`src/rtl/ram_bus_arbiter_if.sv`:
```
// ram_bus_arbiter_if: requester-side and RAM-slave-side signal bundle for the round-robin RAM arbiter.
// The arbiter takes the slave modport; requesters and the RAM model take the master modport.
interface ram_bus_arbiter_if #(
    parameter int NUM_REQ = 4
);
    logic [NUM_REQ-1:0]    req_valid;
    logic [NUM_REQ-1:0]    req_rw;
    logic [NUM_REQ*16-1:0] req_addr;
    logic [NUM_REQ*32-1:0] req_wdata;
    logic [NUM_REQ-1:0]    rsp_done;
    logic [NUM_REQ-1:0]    rsp_err;
    logic [31:0]           rsp_rdata;
    logic                  slv_cs;
    logic                  slv_rw;
    logic [15:0]           slv_addr;
    logic [31:0]           slv_wdata;
    logic                  slv_ready;
    logic [31:0]           slv_rdata;

    modport slave (
        input  req_valid, req_rw, req_addr, req_wdata, slv_ready, slv_rdata,
        output rsp_done, rsp_err, rsp_rdata, slv_cs, slv_rw, slv_addr, slv_wdata
    );

    modport master (
        output req_valid, req_rw, req_addr, req_wdata, slv_ready, slv_rdata,
        input  rsp_done, rsp_err, rsp_rdata, slv_cs, slv_rw, slv_addr, slv_wdata
    );
endinterface

```
`src/rtl/ram_bus_arbiter.sv`:
```
// ram_bus_arbiter: round-robin arbiter sharing one cs/rw/ready RAM port among NUM_REQ requesters.
// Every output is registered; a transfer runs IDLE -> BUSY -> RELEASE with an optional BUSY timeout.
module ram_bus_arbiter #(
    parameter int NUM_REQ        = 4,
    parameter int TIMEOUT_CYCLES = 16
) (
    input  logic             clk,
    input  logic             reset,
    ram_bus_arbiter_if.slave bus
);
    localparam int PW = $clog2(NUM_REQ);
    localparam int TW = TIMEOUT_CYCLES > 1 ? $clog2(TIMEOUT_CYCLES + 1) : 1;

    typedef enum logic [1:0] {IDLE, BUSY, RELEASE} state_t;

    state_t             state, state_n;
    logic [PW-1:0]      ptr, ptr_n, win, idx;
    logic               found, timeout;
    logic [TW-1:0]      timer, timer_n;
    logic               cs_n, rw_n;
    logic [15:0]        addr_n;
    logic [31:0]        wdata_n, rdata_n;
    logic [NUM_REQ-1:0] done_n, err_n;

    // First requesting index after the last winner, wrapping around
    always_comb begin
        found = 1'b0;
        win = ptr;
        idx = ptr;
        for (int k = 1; k <= NUM_REQ; k++) begin
            idx = PW'((int'(ptr) + k) % NUM_REQ);
            if (!found && bus.req_valid[idx]) begin
                found = 1'b1;
                win = idx;
            end
        end
    end

    assign timeout = TIMEOUT_CYCLES != 0 && int'(timer) + 1 == TIMEOUT_CYCLES;

    always_comb begin
        state_n = state;
        ptr_n = ptr;
        timer_n = timer;
        cs_n = bus.slv_cs;
        rw_n = bus.slv_rw;
        addr_n = bus.slv_addr;
        wdata_n = bus.slv_wdata;
        done_n = '0;
        err_n = '0;
        rdata_n = '0;
        case (state)
            IDLE: if (found) begin
                state_n = BUSY;
                ptr_n = win;
                timer_n = '0;
                cs_n = 1'b1;
                rw_n = bus.req_rw[win];
                addr_n = bus.req_addr[16*win +: 16];
                wdata_n = bus.req_wdata[32*win +: 32];
            end
            BUSY: if (bus.slv_ready || timeout) begin
                state_n = RELEASE;
                cs_n = 1'b0;
                done_n[ptr] = 1'b1;
                err_n[ptr] = !bus.slv_ready;
                rdata_n = bus.slv_ready && bus.slv_rw ? bus.slv_rdata : '0;
            end else begin
                timer_n = timer + 1'b1;
            end
            default: state_n = IDLE;
        endcase
    end

    always_ff @(posedge clk) begin
        if (reset) begin
            state <= IDLE;
            ptr <= PW'(NUM_REQ - 1);
            timer <= '0;
            bus.slv_cs <= 1'b0;
            bus.slv_rw <= 1'b0;
            bus.slv_addr <= '0;
            bus.slv_wdata <= '0;
            bus.rsp_done <= '0;
            bus.rsp_err <= '0;
            bus.rsp_rdata <= '0;
        end else begin
            state <= state_n;
            ptr <= ptr_n;
            timer <= timer_n;
            bus.slv_cs <= cs_n;
            bus.slv_rw <= rw_n;
            bus.slv_addr <= addr_n;
            bus.slv_wdata <= wdata_n;
            bus.rsp_done <= done_n;
            bus.rsp_err <= err_n;
            bus.rsp_rdata <= rdata_n;
        end
    end
endmodule

```
`src/flat_wrapper.sv`:
```
// flat-port wrapper written by rule: the top's interface ports become plain ports
module ram_bus_arbiter_flat 
#(
    parameter int NUM_REQ        = 4,
    parameter int TIMEOUT_CYCLES = 16
)
  (clk, reset, bus_req_valid, bus_req_rw, bus_req_addr, bus_req_wdata, bus_slv_ready, bus_slv_rdata, bus_rsp_done, bus_rsp_err, bus_rsp_rdata, bus_slv_cs, bus_slv_rw, bus_slv_addr, bus_slv_wdata);
  ram_bus_arbiter_if #(.NUM_REQ(NUM_REQ)) bus_i ();
  input  logic clk;
  input  logic reset;
  input wire logic [$bits(bus_i.req_valid)-1:0] bus_req_valid;
  input wire logic [$bits(bus_i.req_rw)-1:0] bus_req_rw;
  input wire logic [$bits(bus_i.req_addr)-1:0] bus_req_addr;
  input wire logic [$bits(bus_i.req_wdata)-1:0] bus_req_wdata;
  input wire logic [$bits(bus_i.slv_ready)-1:0] bus_slv_ready;
  input wire logic [$bits(bus_i.slv_rdata)-1:0] bus_slv_rdata;
  output wire logic [$bits(bus_i.rsp_done)-1:0] bus_rsp_done;
  output wire logic [$bits(bus_i.rsp_err)-1:0] bus_rsp_err;
  output wire logic [$bits(bus_i.rsp_rdata)-1:0] bus_rsp_rdata;
  output wire logic [$bits(bus_i.slv_cs)-1:0] bus_slv_cs;
  output wire logic [$bits(bus_i.slv_rw)-1:0] bus_slv_rw;
  output wire logic [$bits(bus_i.slv_addr)-1:0] bus_slv_addr;
  output wire logic [$bits(bus_i.slv_wdata)-1:0] bus_slv_wdata;
  assign bus_i.req_valid = bus_req_valid;
  assign bus_i.req_rw = bus_req_rw;
  assign bus_i.req_addr = bus_req_addr;
  assign bus_i.req_wdata = bus_req_wdata;
  assign bus_i.slv_ready = bus_slv_ready;
  assign bus_i.slv_rdata = bus_slv_rdata;
  assign bus_rsp_done = bus_i.rsp_done;
  assign bus_rsp_err = bus_i.rsp_err;
  assign bus_rsp_rdata = bus_i.rsp_rdata;
  assign bus_slv_cs = bus_i.slv_cs;
  assign bus_slv_rw = bus_i.slv_rw;
  assign bus_slv_addr = bus_i.slv_addr;
  assign bus_slv_wdata = bus_i.slv_wdata;
  ram_bus_arbiter #(.NUM_REQ(NUM_REQ), .TIMEOUT_CYCLES(TIMEOUT_CYCLES)) u_core (.clk(clk), .reset(reset), .bus(bus_i));
endmodule
```
`config.mk`:
```
export PLATFORM = sky130hd
export DESIGN_NAME = ram_bus_arbiter_flat
export DESIGN_NICKNAME = d
export VERILOG_FILES = /design/src/rtl/ram_bus_arbiter_if.sv /design/src/rtl/ram_bus_arbiter.sv /design/src/flat_wrapper.sv
export SDC_FILE = /design/constraint.sdc
export NUM_CORES = 1
export LEC_CHECK = 0
export CAP_MARGIN = 20
export CORE_MARGIN = 8
export CORE_UTILIZATION = 40
export CTS_BUF_LIST = sky130_fd_sc_hd__clkbuf_8
export DETAILED_ROUTE_END_ITERATION = 7
export GPL_TIMING_DRIVEN = 0
export PLACE_DENSITY = 0.88
export SLEW_MARGIN = 20
export SYNTH_ARGS = -nofsm -noshare
export SYNTH_HDL_FRONTEND = slang
export SYNTH_SLANG_ARGS = --single-unit
```
`constraint.sdc`:
```
create_clock -name clk -period 7.55 [get_ports clk]
set_input_delay 1.51 -clock clk [delete_from_list [all_inputs] [get_ports clk]]
set_output_delay 1.51 -clock clk [all_outputs]
set_load 0.01 [all_outputs]
```
== Yosys cells after proc, flatten, opt, wreduce, memory -nomap -nowiden ==
Cells that the tools add are included.
Word-level totals
  flip-flop bits (word level): 99
  input bits: 235
  output and inout bits: 90
  logic and storage cells: 81
Cells by class
  add/sub/neg operators: 6
  $lt $le $gt $ge: 7
  eq/ne operators: 5
  shifts and indexed selects: 2
  mux-type cells: 29
  bitwise logic cells: 4
  reductions and logical operators: 18
Operators with widths (count)
  variable part select 128 x 8 -> 32 bit: 1
  variable part select 64 x 7 -> 16 bit: 1
  equality test 32 x 6 -> 1 bit, second input constant: 1
  less-than comparator 2 x 3 -> 1 bit, second input constant: 6
  two-way mux 1 bit: 12
  two-way mux 2 bit: 6
  binary-select mux 1 bit (select 2 bit): 5
  two-way mux 5 bit: 2
  one-hot mux 5 bit (2 select lines): 1
  adder 5 x 1 -> 6 bit, second input constant: 1
  AND reduction 3 bit: 2
  adder 5 x 1 -> 5 bit, second input constant: 1
  logical AND 1 bit: 5
  adder 2 x 1 -> 2 bit, second input constant: 2
  adder 2 bit, second input constant: 2
  bitwise AND 4 bit: 1
  zero test 1 bit: 4
  inequality test 2 x 1 -> 1 bit, second input constant: 2
  one-hot mux 2 bit (2 select lines): 1
  AND reduction 2 bit: 2
  OR reduction 4 bit: 1
  inverter 1 bit: 3
  OR reduction 3 bit: 1
  demux 1 bit (select 2 bit): 1
  7 further kinds: 7

== Logic depth before layout (Yosys ltp) ==
Gate-level depths: netlist of the first run.
  depth after elaboration: 15
  gate-level depth with buffers: 12
  depth with buffers taken out: 8

== Worst setup path before layout of the first run ==
OpenSTA, ideal clock, no wires.
  path kind: input-to-reg
  from: input bus_req_valid[1]
  to: register u_core.bus.slv_wdata[26]
  library setup time: 0.155 ns
  arrival time: 3.204 ns
  data required time: 7.395 ns
  path slack: 4.191 ns
  stages on the path: 7
  path buffers: 1
  path through: mux4_2 -> nand2b_4 -> o32ai_1 -> a21oi_1 -> nor2_1 -> clkbuf_1 -> a221oi_1
Between the ends
  longest elaborated chain between the ends: 13
RTL lines
  from (decl): RTL line flat_wrapper.sv:11  | input wire logic [$bits(bus_i.req_valid)-1:0] bus_req_valid;
  binary-select mux 1 bit (select 2 bit): RTL line ram_bus_arbiter.sv:32  | if (!found && bus.req_valid[idx]) begin
  two-way mux 1 bit (not written as such): RTL line ram_bus_arbiter.sv:32
  two-way mux 1 bit: RTL line ram_bus_arbiter.sv:32
  zero test 1 bit: RTL line ram_bus_arbiter.sv:32
  logical AND 1 bit: RTL line ram_bus_arbiter.sv:32
  two-way mux 1 bit: RTL line ram_bus_arbiter.sv:32
  zero test 1 bit: RTL line ram_bus_arbiter.sv:32
  logical AND 1 bit: RTL line ram_bus_arbiter.sv:32
  two-way mux 1 bit: RTL line ram_bus_arbiter.sv:32
  zero test 1 bit: RTL line ram_bus_arbiter.sv:32
  logical AND 1 bit: RTL line ram_bus_arbiter.sv:32
  two-way mux 2 bit / two-way mux 1 bit (equally long branches): RTL line ram_bus_arbiter.sv:32
  variable part select 128 x 8 -> 32 bit / AND reduction 2 bit (equally long branches)
  to (signal assigned): RTL line ram_bus_arbiter.sv:94  | bus.slv_wdata <= wdata_n;
  to (decl): RTL line ram_bus_arbiter_if.sv:22  | output rsp_done, rsp_err, rsp_rdata, slv_cs, slv_rw, slv_addr, slv_wdata
Parallel ways exist; a longest one is shown, timed or not. The select of a mux whose other input is x is not followed.
A chain may end at the register's enable or synchronous reset.

== Worst setup path in the final report of the first run ==
Ends and elaborated chain as after synthesis.

==> reports/metrics.cfg, run 1 <==
[logic_synthesis]
syn_avg_cell_area_um2 = 10.9
synth_top_cell_by_area = dfxtp_1
synth-xor-area-share_pct = 0.564
seq_area_frac_synth_pct = 40.6
synth_nets = 689
yosys.area_share.adder_pct = 1.28
synth_compound_area_share_pct = 21.8
synth_top_family_by_area = compound AO/OA/AOI/OAI gates
synth-seq-cells = 99
postSynthCellCount = 449
syn-cell-area_um2 = 4880
synthTopCellsByArea = dfxtp_1, mux2i_1, o21bai_1
synth-simple-area-share_pct = 9.61
ys_types = 37
synth_mux_area_share_pct = 21.7
synth_top_cell_area_share_pct = 40.6
ys_warn_count = 0

[power]
p_clk_share_pct = 13.3
power_leakage_uw = 0.00353
powerDensity_nw_per_um2 = 305
swShare_pct = 39.8
peakVddDrop_mv = 0.163
p_int_uw = 1570
p_switching_uw = 1030
seq_power_share_pct = 26.8
p_comb_share_pct = 59.9

[job]
maxCapViolCount = 0

[clock_network]
clk_latency_ns = 0.38
ctsResizeCount = 0
post_cts_buffers = 0
clk_path_buf_depth = 2
clock_sinks = 99
cts_hold_buf = 0
cts_root_buf = clkbuf_8
clk_pin_slew_ns = 0.10
cts_tree = built
cts_buffers = 9
htree_levels = 3

[detailed_routing]
ant_nets = 0
route.detailed.drc = 0
vias = 4956
firstDrtPassIters = 4
viasPerCell = 5.29
drt_wl_total_mm = 19.7
drtIter0Drc = 246
wl_per_cell_um = 21.0

[setup_path]
critPathBufInv = 2
endpoint_kind = register
crit_cells = 8
crit_chain = clkdlybuf4s50_1, mux4_2, nand2b_4, o32ai_1, a21oi_1, nor2_1, clkbuf_1, a221oi_1
crit_slowest_cell = clkbuf_1
reg2reg_setup_slack_ns = 4.13
critPathLaunchType = primary input
critPathKind = primary input to register
critical-path-top-delay-family = buffers and inverters
max_stage_delay_ns = 0.57
r2r-end = u_core.bus.slv_wdata[26]$_SDFFE_PP0P_
rr_startpoint = u_core.ptr[0]$_SDFFE_PP1P_
cp.arrival_ns = 4.26
crit_fanout = 10
required_ns = 7.77
r2r_cells = 10

[floorplan]
ios = 325
row_count = 40
fp.coreArea_um2 = 12000
die_w_um = 126
start_util_pct = 40.8
die_area_um2 = 16000
dieHeight_um = 126

[grt]
grt_pass1_wl_mm = 29.7
grt_max_degree = 17
antenna_found_initial = 0
met3_usage_pct = 7.62
gr-usage-met2_pct = 42.5
grt_pass1_vias = 5474
grt.busiest_layer = met2
gr-usage-all-layers_pct = 23.6
grt_remaining_overflow = 0
grt_util_met1_pct = 24.8

[sta]
rsz0062_at_grt = false
fin_tns_setup_ns = 0
clock_skew_ns = 0.0140
min_period_ns = 4.04
slew_viol_final = 0
finalHoldViolCount = 0
period_share_pct = 53.5
slew_headroom_pct = 53.0
tightest_slew_ns = 0.705
setup_viol = 0
max_freq_ghz = 0.247

[place]
gp_congestion = 0.957
port_buffers = 324
dpl-instance-area_um2 = 8310
place_hpwl_mm = 16.2

[layout]
antenna_cells = 0
final_common_cell = clkdlybuf4s50_1
design_area_um2 = 8510
final_layout_size_suffix_gt1_share_pct = 7.35
multi_input_area_um2 = 2690
seq_area_um2 = 1980
utilization_pct = 71.1
fill_cells = 906
nets = 1024
syn2layout_area_growth_pct = 74.2
layout_common_cells = clkdlybuf4s50_1, dfxtp_1, mux2i_1

[worst_hold_path]
whs_path_depth = 2
hp-class = register to register
worst_hold_startpoint = u_core.bus.slv_cs$_SDFFE_PP0P_
whs_endpoint = u_core.bus.slv_cs$_SDFFE_PP0P_

[run_status]
status = finished, final reports clean

[cells in the mapped netlist, drive strengths merged]
master / number
o32ai: 1
nor3: 5
nor2: 7
o21bai: 50
inv: 3
a31oi: 2
xnor2: 1
nor2b: 2
nand2: 7
mux2i: 98
or3: 2
dfxtp: 99
mux4: 3
nand4: 1
nand2b: 3
nor4: 2
a21o: 2
a211o: 1
and3: 1
mux2: 1
ha: 5
clkbuf: 23
a221oi: 49
and2: 41
nand3: 4
a21oi: 10
nor3b: 1
or2: 1
a22oi: 1
buf: 14
o21ai: 6
nand4b: 2
a21bo: 1
[power by group through the flow]
stage	logic [uW]	registers, uW	clock network (uW)
6_report	1560	697	346
5_1_grt	1650	709	374
4_1_cts	1570	696	354
3_5_place_dp	1570	707	0
3_3_place_gp	1540	698	0
2_1_floorplan	938	747	0
[metal layers]
layer | vias up | part of all wire, % | wire [um]
met4 | 0 | 3.0 | 582
li1 | 2369 | - | -
met1 | 2327 | 37 | 7380
met3 | 33 | 8.3 | 1640
met5 | - | 0 | 0
met2 | 227 | 51 | 10100
[worst register-to-register path: stages (launching register included)]
cell	delay, ns
dfxtp_1	0.47
buf_4	0.25
inv_1	0.10
ha_1	0.40
mux4_2	0.56
nand2b_4	0.11
a21o_1	0.11
a21oi_1	0.08
nor2_1	0.40
clkbuf_1	0.57
a221oi_1	0.21
[worst max path at each step]
stage                          start                                    end  slack [ns]
finish              bus_req_valid[1]  u_core.bus.slv_wdata[26]$_SDFFE_PP0P_        3.51
global route        bus_req_valid[1]  u_core.bus.slv_wdata[26]$_SDFFE_PP0P_        3.35
CTS                 bus_req_valid[1]  u_core.bus.slv_wdata[26]$_SDFFE_PP0P_        3.54
detailed placement  bus_req_valid[1]  u_core.bus.slv_wdata[26]$_SDFFE_PP0P_        3.15
global placement    bus_req_valid[1]  u_core.bus.slv_wdata[19]$_SDFFE_PP0P_        3.21
floorplan           bus_req_valid[1]  u_core.bus.slv_wdata[26]$_SDFFE_PP0P_        4.19
[per-stage QoR]
stage                     setup WS [ns]  cells  hold WS [ns]  power [uW]
final                              3.51    936         0.502        2600
after global routing               3.35    936         0.516        2740
after CTS                          3.54    936         0.495        2620
after detailed placement           3.15    920         0.477        2280
after global placement             3.21    920         0.467        2240
after floorplan                    4.19    449         0.465        1690
[flip-flops by register name (all words and copies together) (netlist names), 2 cells and up]
signal and flops:
u_core.bus.rsp_done 4, u_core.bus.rsp_err 4, u_core.bus.rsp_rdata 32, u_core.bus.slv_addr 16, u_core.bus.slv_wdata 32, u_core.ptr 2, u_core.state 2, u_core.timer 5
[layout make-up]
type                    count  area share (%)
clock buffers               9            1.46
multi-input cells         310            31.6
plain buffers              37            2.40
flip-flops and latches     99            23.3
repair buffers            324            38.1
well taps                 147            2.16
clock inverters             7           0.809
inverters                   3           0.132
[cells by family after synthesis]
family / Yosys count
mux: 102
xor+xnor: 1
compound gates: 123
simple gates: 79
fa+ha+maj: 5
flops: 99
buf+inv: 40
Power figures use the tool's default switching activity.
==> run 2, diff against run 1 <==
--- a/config.mk
+++ b/config.mk
@@ -7,11 +7,11 @@
 export LEC_CHECK = 0
 export CAP_MARGIN = 20
 export CORE_MARGIN = 8
-export CORE_UTILIZATION = 40
+export CORE_UTILIZATION = 34
 export CTS_BUF_LIST = sky130_fd_sc_hd__clkbuf_8
 export DETAILED_ROUTE_END_ITERATION = 7
 export GPL_TIMING_DRIVEN = 0
-export PLACE_DENSITY = 0.88
+export PLACE_DENSITY = 0.8
 export SLEW_MARGIN = 20
 export SYNTH_ARGS = -nofsm -noshare
 export SYNTH_HDL_FRONTEND = slang
==> constraint.sdc (replaced) <==
create_clock -name clk -period 3.7 [get_ports clk]
set_input_delay 0.74 -clock clk [delete_from_list [all_inputs] [get_ports clk]]
set_output_delay 0.74 -clock clk [all_outputs]
set_load 0.01 [all_outputs]
==> reports/metrics.cfg, run 2 (same netlist as run 1, synthesis figures left out) <==
[place]
place_hpwl_mm = 16.5  ; +1.9%
port_buffers = 324  ; unchanged
dpl-instance-area_um2 = 8350  ; +0.44%
gp_congestion = 0.878  ; -8.3%
dp_cells = 953  ; +3.6%

[layout]
fill_cells = 1174  ; +30%
seq_area_um2 = 1980  ; unchanged
antenna_cells = 0  ; unchanged
layout_common_cells = clkdlybuf4s50_1, dfxtp_1, mux2i_1
top_regs = u_core.bus.rsp_rdata x32, u_core.bus.slv_wdata x32, u_core.bus.slv_addr x16
nets = 1024  ; unchanged
utilization_pct = 61.3  ; -9.8 points
final_common_cell = clkdlybuf4s50_1
syn2layout_area_growth_pct = 74.9
final_cells = 969  ; +3.5%
design_area_um2 = 8540  ; +0.38%
final_layout_size_suffix_gt1_share_pct = 7.35  ; unchanged
multi_input_area_um2 = 2690  ; unchanged

[detailed_routing]
drtIter0Drc = 287  ; +17%
route.detailed.drc = 0  ; unchanged
firstDrtPassIters = 4  ; unchanged
drt_wl_total_mm = 20.0  ; +1.4%
wl_per_cell_um = 20.6  ; -2.1%
ant_nets = 0  ; unchanged
vias = 4912  ; -0.89%
viasPerCell = 5.07  ; -4.3%

[setup_path]
r2r-end = u_core.bus.slv_wdata[26]$_SDFFE_PP0P_
cp.arrival_ns = 3.64  ; -0.62 ns
required_ns = 3.93  ; -3.84 ns
critPathLaunchType = register
r2r_cells = 10  ; unchanged
reg2reg_setup_slack_ns = 0.29  ; -3.84 ns
max_stage_delay_ns = 0.57  ; about the same
endpoint_kind = register
crit_chain = buf_4, inv_1, ha_1, mux4_2, nand2b_4, a21o_1, a21oi_1, nor2_1, clkbuf_1, a221oi_1
critPathKind = register to register
rr_startpoint = u_core.ptr[0]$_SDFFE_PP1P_
crit_fanout = 10  ; unchanged
crit_slowest_cell = clkbuf_1

[grt]
grt_max_degree = 19  ; +2
antenna_found_initial = 0  ; unchanged
grt_remaining_overflow = 0  ; unchanged
gr-usage-all-layers_pct = 21.1  ; -2.5 points
grt_pass1_vias = 5445  ; -0.53%
grt_pass1_wl_mm = 30.4  ; +2.3%

[floorplan]
die_w_um = 136  ; +7.4%
fp.coreArea_um2 = 13900  ; +16%
ios = 325  ; unchanged
die_area_um2 = 18400  ; +15%
row_count = 43  ; +7.5%
dieHeight_um = 136  ; +7.4%
start_util_pct = 35.0  ; -5.8 points

[worst_hold_path]
worst_hold_startpoint = u_core.bus.slv_cs$_SDFFE_PP0P_
whs_endpoint = u_core.bus.slv_cs$_SDFFE_PP0P_
hp-class = register to register
whs_path_depth = 2  ; unchanged

[sta]
min_period_ns = 3.41
max_freq_ghz = 0.293
fin_tns_setup_ns = 0  ; unchanged
finalHoldViolCount = 0  ; unchanged
clock_skew_ns = 0.0150  ; +0.00107 ns
tightest_slew_ns = 0.688  ; -0.0170 ns
setup_viol = 0  ; unchanged
slew_viol_final = 0  ; unchanged
slew_headroom_pct = 54.1  ; +1.1 points
rsz0062_at_grt = false
holdWs_ns = 0.497  ; -0.00519 ns
period_share_pct = 92.2

[clock_network]
clk_path_buf_depth = 2  ; unchanged
clk_latency_ns = 0.38  ; about the same
cts_root_buf = clkbuf_8
cts_hold_buf = 0  ; unchanged
htree_levels = 3  ; unchanged
ctsResizeCount = 0  ; unchanged
cts_buffers = 9  ; unchanged
post_cts_buffers = 0  ; unchanged
cts_tree = built
clock_sinks = 99  ; unchanged
clk_pin_slew_ns = 0.11  ; about the same

[power]
powerDensity_nw_per_um2 = 618  ; +100%
peakVddDrop_mv = 0.328  ; +100%
power_leakage_uw = 0.00352  ; -0.15%

[run_status]
status = finished, final reports clean

[job]
maxCapViolCount = 0  ; unchanged

## run 2: cell types whose count changed in the layout (fill, tap and decap cells not counted), sizes merged
cell	previous run	this run
bufinv	1	0
clkinv	3	1
inv	5	8
## run 2: critical path, delay by kind of cell, from the launching register on
family                   cells  cell delay [ns]
adder cells (fa/ha/maj)      1             0.39
AO/OA/AOI/OAI                3             0.38
flip-flops                   1             0.48
buffers and inverters        3             0.91
multiplexers                 1             0.55
AND/OR/NAND/NOR              2             0.55
## run 2: where the power goes
group          internal, uW  switching (uW)  total (uW)
clock                   258             413         671
sequential             1290             130        1420
combinational          1600            1600        3190
total                  3140            2140        5280
## run 2: stage by stage
step	worst slack [ns]	total power, uW
CTS	0.235	5340
floorplan	0.925	3440
detailed placement	0.0158	4650
global route	0.0363	5600
finish	0.287	5280
global placement	0.0419	4570
## run 2: worst max path at each step
stage | slack [ns] | to | start | cells past startpoint
CTS | 0.24 | u_core.bus.slv_wdata[26]$_SDFFE_PP0P_ | u_core.ptr[0]$_SDFFE_PP1P_ | 10
floorplan | 0.93 | u_core.bus.slv_wdata[26]$_SDFFE_PP0P_ | u_core.ptr[0]$_SDFFE_PP1P_ | 10
detailed placement | 0.02 | u_core.bus.slv_wdata[26]$_SDFFE_PP0P_ | bus_req_valid[2] | 8
finish | 0.29 | u_core.bus.slv_wdata[26]$_SDFFE_PP0P_ | u_core.ptr[0]$_SDFFE_PP1P_ | 10
global placement | 0.04 | u_core.bus.slv_wdata[26]$_SDFFE_PP0P_ | bus_req_valid[1] | 8
global route | 0.04 | u_core.bus.slv_wdata[26]$_SDFFE_PP0P_ | u_core.ptr[0]$_SDFFE_PP1P_ | 10
## run 2: cell type report
type / instances / share of cell area [%]
Inverter: 3 / 0.132
Sequential cell: 99 / 23.2
Clock inverter: 7 / 0.703
Tap cell: 180 / 2.64
Multi-Input combinational cell: 310 / 31.5
Clock buffer: 9 / 1.45
Buffer: 37 / 2.39
Timing Repair Buffer: 324 / 38.0
## run 2: per-layer routing
layer / vias to the layer above / routed length, um / track usage, %
met5: - / 0 / 0
met4: 0 / 349 / 5.86
met3: 23 / 1930 / 8.27
met2: 225 / 10300 / 37.6
met1: 2291 / 7420 / 22.5
li1: 2373 / - / -
==> run 3, diff against run 2 <==
--- a/config.mk
+++ b/config.mk
@@ -12,6 +12,7 @@
 export DETAILED_ROUTE_END_ITERATION = 7
 export GPL_TIMING_DRIVEN = 0
 export PLACE_DENSITY = 0.8
+export SKIP_LAST_GASP = 1
 export SLEW_MARGIN = 20
 export SYNTH_ARGS = -nofsm -noshare
 export SYNTH_HDL_FRONTEND = slang
==> results of run 3 <==
The final DEF is identical to that of run 2; final timing and power are the same.
